`src/rtl/mips_mc_pkg.sv`:
```
// Shared encodings for the multicycle MIPS control path: FSM states, opcodes,
// and the aluOp / aluSrcB / pcSource codes understood by aluControl and the datapath.
package mips_mc_pkg;

  typedef enum logic [3:0] {
    FETCH,
    DECODE,
    MEM_ADDR,
    MEM_READ,
    MEM_WB,
    MEM_WRITE,
    EXEC_R,
    R_WB,
    BRANCH,
    JUMP,
    ERROR,
    EXEC_I,
    I_WB
  } state_t;

  localparam logic [5:0] OP_RTYPE = 6'b000000;
  localparam logic [5:0] OP_LW    = 6'b100011;
  localparam logic [5:0] OP_SW    = 6'b101011;
  localparam logic [5:0] OP_BEQ   = 6'b000100;
  localparam logic [5:0] OP_J     = 6'b000010;
  localparam logic [5:0] OP_ADDI  = 6'b001000;

  localparam logic [1:0] ALUOP_ADD   = 2'b00;
  localparam logic [1:0] ALUOP_SUB   = 2'b01;
  localparam logic [1:0] ALUOP_RTYPE = 2'b10;

  localparam logic [1:0] SRCB_REGB    = 2'b00;
  localparam logic [1:0] SRCB_FOUR    = 2'b01;
  localparam logic [1:0] SRCB_IMM     = 2'b10;
  localparam logic [1:0] SRCB_IMM_SH2 = 2'b11;

  localparam logic [1:0] PCSRC_ALU    = 2'b00;
  localparam logic [1:0] PCSRC_ALUOUT = 2'b01;
  localparam logic [1:0] PCSRC_JUMP   = 2'b10;

  typedef struct packed {
    logic       pc_write;
    logic       pc_write_cond;
    logic       iord;
    logic       mem_read;
    logic       mem_write;
    logic       ir_write;
    logic       mem_to_reg;
    logic       reg_dst;
    logic       reg_write;
    logic       alu_src_a;
    logic [1:0] alu_src_b;
    logic [1:0] alu_op;
    logic [1:0] pc_source;
    logic       illegal;
    logic       error;
  } ctl_t;

  // States that wait on the memory ready handshake.
  function automatic logic is_mem_wait(state_t s);
    return (s == FETCH) || (s == MEM_READ) || (s == MEM_WRITE);
  endfunction

endpackage

```
`src/rtl/mips_mc_wdog.sv`:
```
// Memory watchdog: counts consecutive not-ready cycles while busy and raises
// expire when the budget is spent and ready is still low. TIMEOUT_CYCLES=0 disables it.
module mips_mc_wdog #(
  parameter int TIMEOUT_CYCLES = 15,
  parameter int CNT_W          = 4
) (
  input  logic clk,
  input  logic rst,
  input  logic busy,
  input  logic ready,
  output logic expire
);

  logic [CNT_W-1:0] cnt;

  // Any ready or leaving a wait state restarts the count for the next access.
  always_ff @(posedge clk) begin
    if (rst || !busy || ready) begin
      cnt <= '0;
    end else begin
      cnt <= cnt + 1'b1;
    end
  end

  assign expire = (TIMEOUT_CYCLES != 0) && busy && !ready &&
                  (cnt == CNT_W'(TIMEOUT_CYCLES));

endmodule

```
`src/rtl/mips_mc_control.sv`:
```
// Multicycle MIPS main control FSM with memory-ready handshake and watchdog.
// Optional MIPS_MC_ADDI_EN adds the addi path (EXEC_I -> I_WB); otherwise addi is illegal.
module mips_mc_control
  import mips_mc_pkg::*;
#(
  parameter int TIMEOUT_CYCLES = 15,
  parameter int CNT_W          = 4
) (
  input  logic       i_clk,
  input  logic       i_rst,
  input  logic [5:0] i_opcode,
  input  logic       i_memReady,
  output logic       o_pcWrite,
  output logic       o_pcWriteCond,
  output logic       o_iorD,
  output logic       o_memRead,
  output logic       o_memWrite,
  output logic       o_irWrite,
  output logic       o_memToReg,
  output logic       o_regDst,
  output logic       o_regWrite,
  output logic       o_aluSrcA,
  output logic [1:0] o_aluSrcB,
  output logic [1:0] o_aluOp,
  output logic [1:0] o_pcSource,
  output logic       o_illegal,
  output logic       o_error
);

  state_t state, state_nxt;
  ctl_t   ctl, ctl_q;
  logic   expire;

  mips_mc_wdog #(
    .TIMEOUT_CYCLES(TIMEOUT_CYCLES),
    .CNT_W         (CNT_W)
  ) u_wdog (
    .clk   (i_clk),
    .rst   (i_rst),
    .busy  (is_mem_wait(state)),
    .ready (i_memReady),
    .expire(expire)
  );

  always_ff @(posedge i_clk) begin
    if (i_rst) begin
      state <= FETCH;
    end else begin
      state <= state_nxt;
    end
  end

  always_comb begin
    ctl       = '0;
    state_nxt = state;
    case (state)
      FETCH: begin
        ctl.mem_read  = 1'b1;
        ctl.alu_src_b = SRCB_FOUR;
        ctl.alu_op    = ALUOP_ADD;
        ctl.pc_source = PCSRC_ALU;
        if (i_memReady) begin
          ctl.ir_write = 1'b1;
          ctl.pc_write = 1'b1;
          state_nxt    = DECODE;
        end else if (expire) begin
          state_nxt = ERROR;
        end
      end
      DECODE: begin
        // ALU precomputes the branch target while the opcode is dispatched.
        ctl.alu_src_b = SRCB_IMM_SH2;
        ctl.alu_op    = ALUOP_ADD;
        case (i_opcode)
          OP_RTYPE:     state_nxt = EXEC_R;
          OP_LW, OP_SW: state_nxt = MEM_ADDR;
          OP_BEQ:       state_nxt = BRANCH;
          OP_J:         state_nxt = JUMP;
`ifdef MIPS_MC_ADDI_EN
          OP_ADDI:      state_nxt = EXEC_I;
`else
          OP_ADDI: begin
            ctl.illegal = 1'b1;
            state_nxt   = FETCH;
          end
`endif
          default: begin
            ctl.illegal = 1'b1;
            state_nxt   = FETCH;
          end
        endcase
      end
      MEM_ADDR: begin
        ctl.alu_src_a = 1'b1;
        ctl.alu_src_b = SRCB_IMM;
        ctl.alu_op    = ALUOP_ADD;
        state_nxt     = (i_opcode == OP_LW) ? MEM_READ : MEM_WRITE;
      end
      MEM_READ: begin
        ctl.mem_read = 1'b1;
        ctl.iord     = 1'b1;
        if (i_memReady) begin
          state_nxt = MEM_WB;
        end else if (expire) begin
          state_nxt = ERROR;
        end
      end
      MEM_WB: begin
        ctl.reg_write  = 1'b1;
        ctl.mem_to_reg = 1'b1;
        state_nxt      = FETCH;
      end
      MEM_WRITE: begin
        ctl.mem_write = 1'b1;
        ctl.iord      = 1'b1;
        if (i_memReady) begin
          state_nxt = FETCH;
        end else if (expire) begin
          state_nxt = ERROR;
        end
      end
      EXEC_R: begin
        ctl.alu_src_a = 1'b1;
        ctl.alu_src_b = SRCB_REGB;
        ctl.alu_op    = ALUOP_RTYPE;
        state_nxt     = R_WB;
      end
      R_WB: begin
        ctl.reg_write = 1'b1;
        ctl.reg_dst   = 1'b1;
        state_nxt     = FETCH;
      end
      BRANCH: begin
        ctl.alu_src_a     = 1'b1;
        ctl.alu_src_b     = SRCB_REGB;
        ctl.alu_op        = ALUOP_SUB;
        ctl.pc_write_cond = 1'b1;
        ctl.pc_source     = PCSRC_ALUOUT;
        state_nxt         = FETCH;
      end
      JUMP: begin
        ctl.pc_write  = 1'b1;
        ctl.pc_source = PCSRC_JUMP;
        state_nxt     = FETCH;
      end
`ifdef MIPS_MC_ADDI_EN
      EXEC_I: begin
        ctl.alu_src_a = 1'b1;
        ctl.alu_src_b = SRCB_IMM;
        ctl.alu_op    = ALUOP_ADD;
        state_nxt     = I_WB;
      end
      I_WB: begin
        ctl.reg_write = 1'b1;
        state_nxt     = FETCH;
      end
`endif
      ERROR: begin
        ctl.error = 1'b1;
      end
      default: state_nxt = FETCH;
    endcase
  end

  // Reset blanks every output so an aborted instruction cannot leave a partial write.
  assign ctl_q = i_rst ? '0 : ctl;

  assign o_pcWrite     = ctl_q.pc_write;
  assign o_pcWriteCond = ctl_q.pc_write_cond;
  assign o_iorD        = ctl_q.iord;
  assign o_memRead     = ctl_q.mem_read;
  assign o_memWrite    = ctl_q.mem_write;
  assign o_irWrite     = ctl_q.ir_write;
  assign o_memToReg    = ctl_q.mem_to_reg;
  assign o_regDst      = ctl_q.reg_dst;
  assign o_regWrite    = ctl_q.reg_write;
  assign o_aluSrcA     = ctl_q.alu_src_a;
  assign o_aluSrcB     = ctl_q.alu_src_b;
  assign o_aluOp       = ctl_q.alu_op;
  assign o_pcSource    = ctl_q.pc_source;
  assign o_illegal     = ctl_q.illegal;
  assign o_error       = ctl_q.error;

endmodule

```
`config.mk`:
```
export PLATFORM = sky130hd
export DESIGN_NAME = mips_mc_control
export DESIGN_NICKNAME = d
export VERILOG_FILES = /design/src/rtl/mips_mc_pkg.sv /design/src/rtl/mips_mc_wdog.sv /design/src/rtl/mips_mc_control.sv
export SDC_FILE = /design/constraint.sdc
export NUM_CORES = 1
export LEC_CHECK = 0
export ABC_CLOCK_PERIOD_IN_PS = 1600
export BUFFER_PORTS_ARGS = -buffer_cell sky130_fd_sc_hd__buf_4
export CAP_MARGIN = 0
export CORE_UTILIZATION = 47
export DETAILED_ROUTE_END_ITERATION = 10
export GPL_TIMING_DRIVEN = 1
export PLACE_DENSITY = 0.78
export SYNTH_ARGS = -nofsm -noshare
export SYNTH_HDL_FRONTEND = slang
export SYNTH_SLANG_ARGS = --single-unit
```
`constraint.sdc`:
```
create_clock -name i_clk -period 1.6 [get_ports i_clk]
set_input_delay 0.16 -clock i_clk [delete_from_list [all_inputs] [get_ports i_clk]]
set_output_delay 0.16 -clock i_clk [all_outputs]
set_load 0.02 [all_outputs]
```
Yosys cells after proc, flatten, opt, wreduce, memory -nomap -nowiden
Cells that the tools add are included.
- add/sub/neg operators: 1
- eq/ne operators: 15
- mux-type cells: 24
- reduce and logical (&&, ||, !) cells: 16
- operator list (operator ; number):
    $pmux 4 s7 ; 1
    $pmux 4 s5 ; 1
    $mux 18 ; 1
    $eq 4x3->1 const B ; 4
    $eq 4x4->1 const B ; 4
    $mux 4 ; 4
    $pmux 4 s4 ; 1
    $mux 1 ; 13
    $eq 6x6->1 const B ; 2
    $eq 4x2->1 const B ; 2
    $reduce_or 2->1 ; 4
    $eq 6x2->1 const B ; 1
    $eq 6x3->1 const B ; 1
    $logic_not 6->1 ; 1
    $reduce_or 5->1 ; 1
    $add 4x1->4 const B ; 1
    $eq 4x1->1 const B ; 1
    $logic_not 4->1 ; 1
    $logic_or 1x1->1 ; 4
    $pmux 2 s2 ; 1
    $mux 3 ; 1
    $reduce_or 3->1 ; 1
    $logic_and 1x1->1 ; 2
    $logic_not 1->1 ; 2
    $pmux 1 s2 ; 1
- register bits after elaboration: 8
- bits of input ports: 9
- output and inout port bits: 18
- logic and storage cells: 58

Depth between registers and ports, before layout
- word-level depth: 8
- mapped depth: 6
- depth with buffers taken out: 5

Modules after synthesis
From an unflattened synthesis, not the netlist that was laid out.
- cells, all modules: 97
- area, all modules: 721.9 µm²
- by module, submodules not included (module ; times used ; cells each ; area each (µm²) ; sequential area each (µm²)):
    mips_mc_control ; 1 ; 80 ; 546.8 ; 80.1
    mips_mc_wdog ; 1 ; 17 ; 175.2 ; 80.1

Worst setup path after synthesis
Ideal clock, no wire load.
- kind: reg2out
- start point: reg state[3]
- end point: out o_illegal
- arrival time: 1862 ps
- data required time: 1440 ps
- path slack: -422 ps
- stages on the path, launching flop included: 5
- buffers on the path: 0
- cell sequence: dfxtp_1 or2_2 nor3_1 nand2_1 a211oi_1
- longest elaborated chain between the ends: 3
- RTL lines (what ; line ; RTL):
    from (decl) ; mips_mc_control.sv:30 ; state_t state, state_nxt;
    from (signal assigned) ; mips_mc_control.sv:49 ; state <= state_nxt;
    $eq 4x1->1 ; mips_mc_control.sv:56 ; case (state)
    $mux 1 ; mips_mc_control.sv:56 ;
    $mux 18 ; mips_mc_control.sv:166 ; assign ctl_q = i_rst ? '0 : ctl;
    to (decl) ; mips_mc_control.sv:26 ; output logic o_illegal,
Every way passes these cells.

Final worst setup path
Same ends and word-level chain as after synthesis.

==> summary.md <==
| Metric | Value |
|---|---|
| Global routing usage on met2 | 0.508 |
| Max clock buf depth | 2 |
| M3 GR Usage | 0.0444 |
| Cell internal pwr | between 0.0003 and 0.0004 W |
| WP buf/inv | 1 |
| CP Cell Sequence | or2_4 > nor3_4 > nand2_1 > a211oi_2 > buf_4 |
| Multi-input logic area | about 570 sq um |
| CP max stage cell | dfxtp_4 |
| Post-synth ARST share | 0 |
| Non-filler cells, final | 143 |
| Register area share after synthesis | 0.233 |
| IO Pins | 27 |
| Final setup vio count | 3 |
| Area delta synth->final | 65.5% |
| Slew Limit Fails | 0 |
| RSZ-0062 raised after global routing | true |
| Max incr delay on CP | 350 ps |
| Detailed-route wire length per cell | 16.7 microns |
| Clock network power share | 0.300 |
| Max VDD drop | 430 uV |
| Switch share | 0.283 |
| Critical Path RT | 1440 ps |
| Layout fillers | between 70 and 80 |
| GRT Max-Usage Layer | met2 |
| Max-slew headroom | 0.753 |
| Critical path peak fanout | 4 |
| Final period utilization | 1.02 |
| Total die area | 0.00162 sq mm |
| PwrDens | 433 mW/mm^2 |
| Port buffer count | 26 |
| CTS tree | built |
| CP Class | flop to primary output |
| Worst skew pair latency | 240 ps |
| DRC errors left | 0 |
| R2R Setup Slk | 0 ps |
| Leak | 0.466 nW |
| Crit path launch type | flop |
| Mapped Nets | 97 |
| # diodes | 0 |
| Worst hold stages | 3 |
| Cell type with the highest aggregate area in the netlist | dfxtp_1 |
| Final hold vios | 0 |
| Routed Antenna Nets | 0 |
| Min Tclk post-route | 1630 ps |
| Number of global-route vias before repair | approximately 730 |
| CTS root buffer | clkbuf_4 |
| Failing checks | setup timing |
| Top cell type's share of synthesized area | 0.233 |
| Hpwl dp | around 1500 microns |
| Placed Instances | 131 |
| GP Congestion | 0.789 |
| Status | complete, but fails checks |
| Pre-antenna DRT Iters | 4 |
| Flop pwr share | 0.418 |
| First-pass GRT wire length | 3110 microns |
| Num CTS Buffers | 3 |
| Most frequent cells in the layout | buf_4 (41), nor2_1 (7), nor3_1 (6), nand3_1 (4), dfxtp_1 (4) |
| Final worst slack | -32.2 ps |
| Switch Pwr | 0.000140 W |
| Final wirelength | approximately 2400 microns |
| Worst-path clk slew | 50 ps |
| Combinational Power Share | 0.283 |
| Delay-heaviest family, CP | simple AND/OR/NAND/NOR gates |
| Post-Syn Instances | 87 |
| Worst-case reg-to-reg path depth | 5 |
| Clock Sinks | 8 |
| Yosys Warn Count | 0 |
| Syn_area_per_cell | 7.91 sq um |
| Area contributors post-synth | dfxtp_1 (23%), nor3_1 (5.8%), nor2_1 (4.4%), xnor2_1 (3.8%), or2_2 (3.6%) |
| DR vias | 905 |
| Post-synth EDFFs | 0 |
| CP Depth | 5 |
| Initial antenna violation count | 0 |
| Crit end category | primary output |
| Synthesized cell area | around 690 sq um |
| Layout Skew | 3.72 ps |
| Starting Density | 0.516 |
| Vias per inst | 6.33 |
| Rows | 13 |
| Largest net degree at the start of global routing | 10 |
| Grt ovf | 0 |
| Commonest non-fill, non-tap cell in the layout | buf_4 |
| Dpl ws | 55.8 ps |
| Count of state elements after synthesis | 8 |
| WP data arrival | roughly 1500 ps |
| Core region area | 0.00133 sq mm |
| Tightest Pin Transition | 369 ps |
| Initial DRC count | 23 |
| Max-cap violations | 0 |
| Layout cell share with drive strength beyond 1 | 0.586 |
| H-tree level count | 1 |
| Nets@finish | 140 |
| Post-synth top flop | dfxtp_1 |
| Cell variety after synth | 41 |
| Gr usage total | 0.285 |
| Hold Crit Class | input pin to flop |
| F_max | between 600 and 700 MHz |
| Die Height | 40.3 microns |
| Met1 Resource Use GR | 0.334 |
| Horiz. Die Dim | roughly 40 microns |
| Reg area | 173 sq um |
## area by class of cell
class / instances / area share
Clock buffer: 3 / 0.0198
Multi-Input combinational cell: 70 / 0.502
Timing Repair Buffer: 44 / 0.300
Tap cell: 15 / 0.0165
Sequential cell: 8 / 0.152
Inverter: 3 / 0.00989
## per-stage QoR
step,instance area (sq um),hold slack [ps],setup TNS [ps],total power [W],util
after floorplan,733,372,-28.1,0.000279,-
after detailed placement,975,445,0,0.000332,0.731
after CTS,1070,264,-54.3,0.000481,0.799
final,1140,289,-40.8,0.000494,0.854
after global placement,975,442,0,0.000329,0.731
after global routing,1140,286,-188,0.000520,0.854
## path summary, 6_finish.rpt
path                                          startpoint                       end
worst max-delay path               state[3]$_SDFFE_PP0P_                 o_illegal
worst max register to register     state[1]$_SDFFE_PP0P_     state[1]$_SDFFE_PP0P_
worst min-delay path                               i_rst  u_wdog.cnt[0]$_SDFF_PP0_
worst min register to register  u_wdog.cnt[0]$_SDFF_PP0_  u_wdog.cnt[0]$_SDFF_PP0_
## worst register-to-register path, delay by kind of cell (launching register included)
kind	cells	cell delay, ps
compound gates	2	370
flops	1	370
buf+inv	1	150
simple gates	1	420
xor+xnor	1	190
## per-layer routing
| metal | wire, microns | vias up |
|---|---|---|
| met4 | 46 | 0 |
| met1 | 914 | 422 |
| met2 | 1240 | 63 |
| met5 | 0 | - |
| li1 | - | 414 |
| met3 | 182 | 6 |
## synth_stat cells, types with 2 or more instances
master,number
nor3b_1,3
nand3_1,4
buf_2,2
nand2_1,2
dfxtp_1,8
buf_4,2
a21o_1,2
o21ai_0,2
nand2b_1,3
nor4_1,3
nor2_1,8
nand3b_1,2
a21oi_1,2
xnor2_1,3
a31oi_1,2
nor2b_1,2
nor3_1,8
or2_2,4
inv_1,3
## timing repair
action / CTS / global route
pin swaps: 3 / 3
hold buffers: 0 / 0
gates resized for setup: 10 / 11
endpoints found under the setup margin: 9 / 7
buffers inserted: 6 / 3
## registers in the layout (all words and copies together), names as in the netlist
signal      cells
state           4
u_wdog.cnt      4
## power by group through the flow
stage / sequential, W / combinational, W / clock, W
finish: 0.000206 / 0.000139 / 0.000148
global route: 0.000206 / 0.000149 / 0.000164
CTS: 0.000206 / 0.000125 / 0.000151
detailed placement: 0.000215 / 0.000118 / 0
global placement: 0.000215 / 0.000115 / 0
floorplan: 0.000211 / 0.0000678 / 0
## cells by family after synthesis
logic type / synth area share
and+or+nand+nor: 0.373
AOI/OAI and AO/OA: 0.227
adders and majority gates: 0.0182
xor gates and xnor gates: 0.0746
buffers and inverters: 0.0745
DFF: 0.233
No activity file was read; power rests on OpenSTA's default activity.
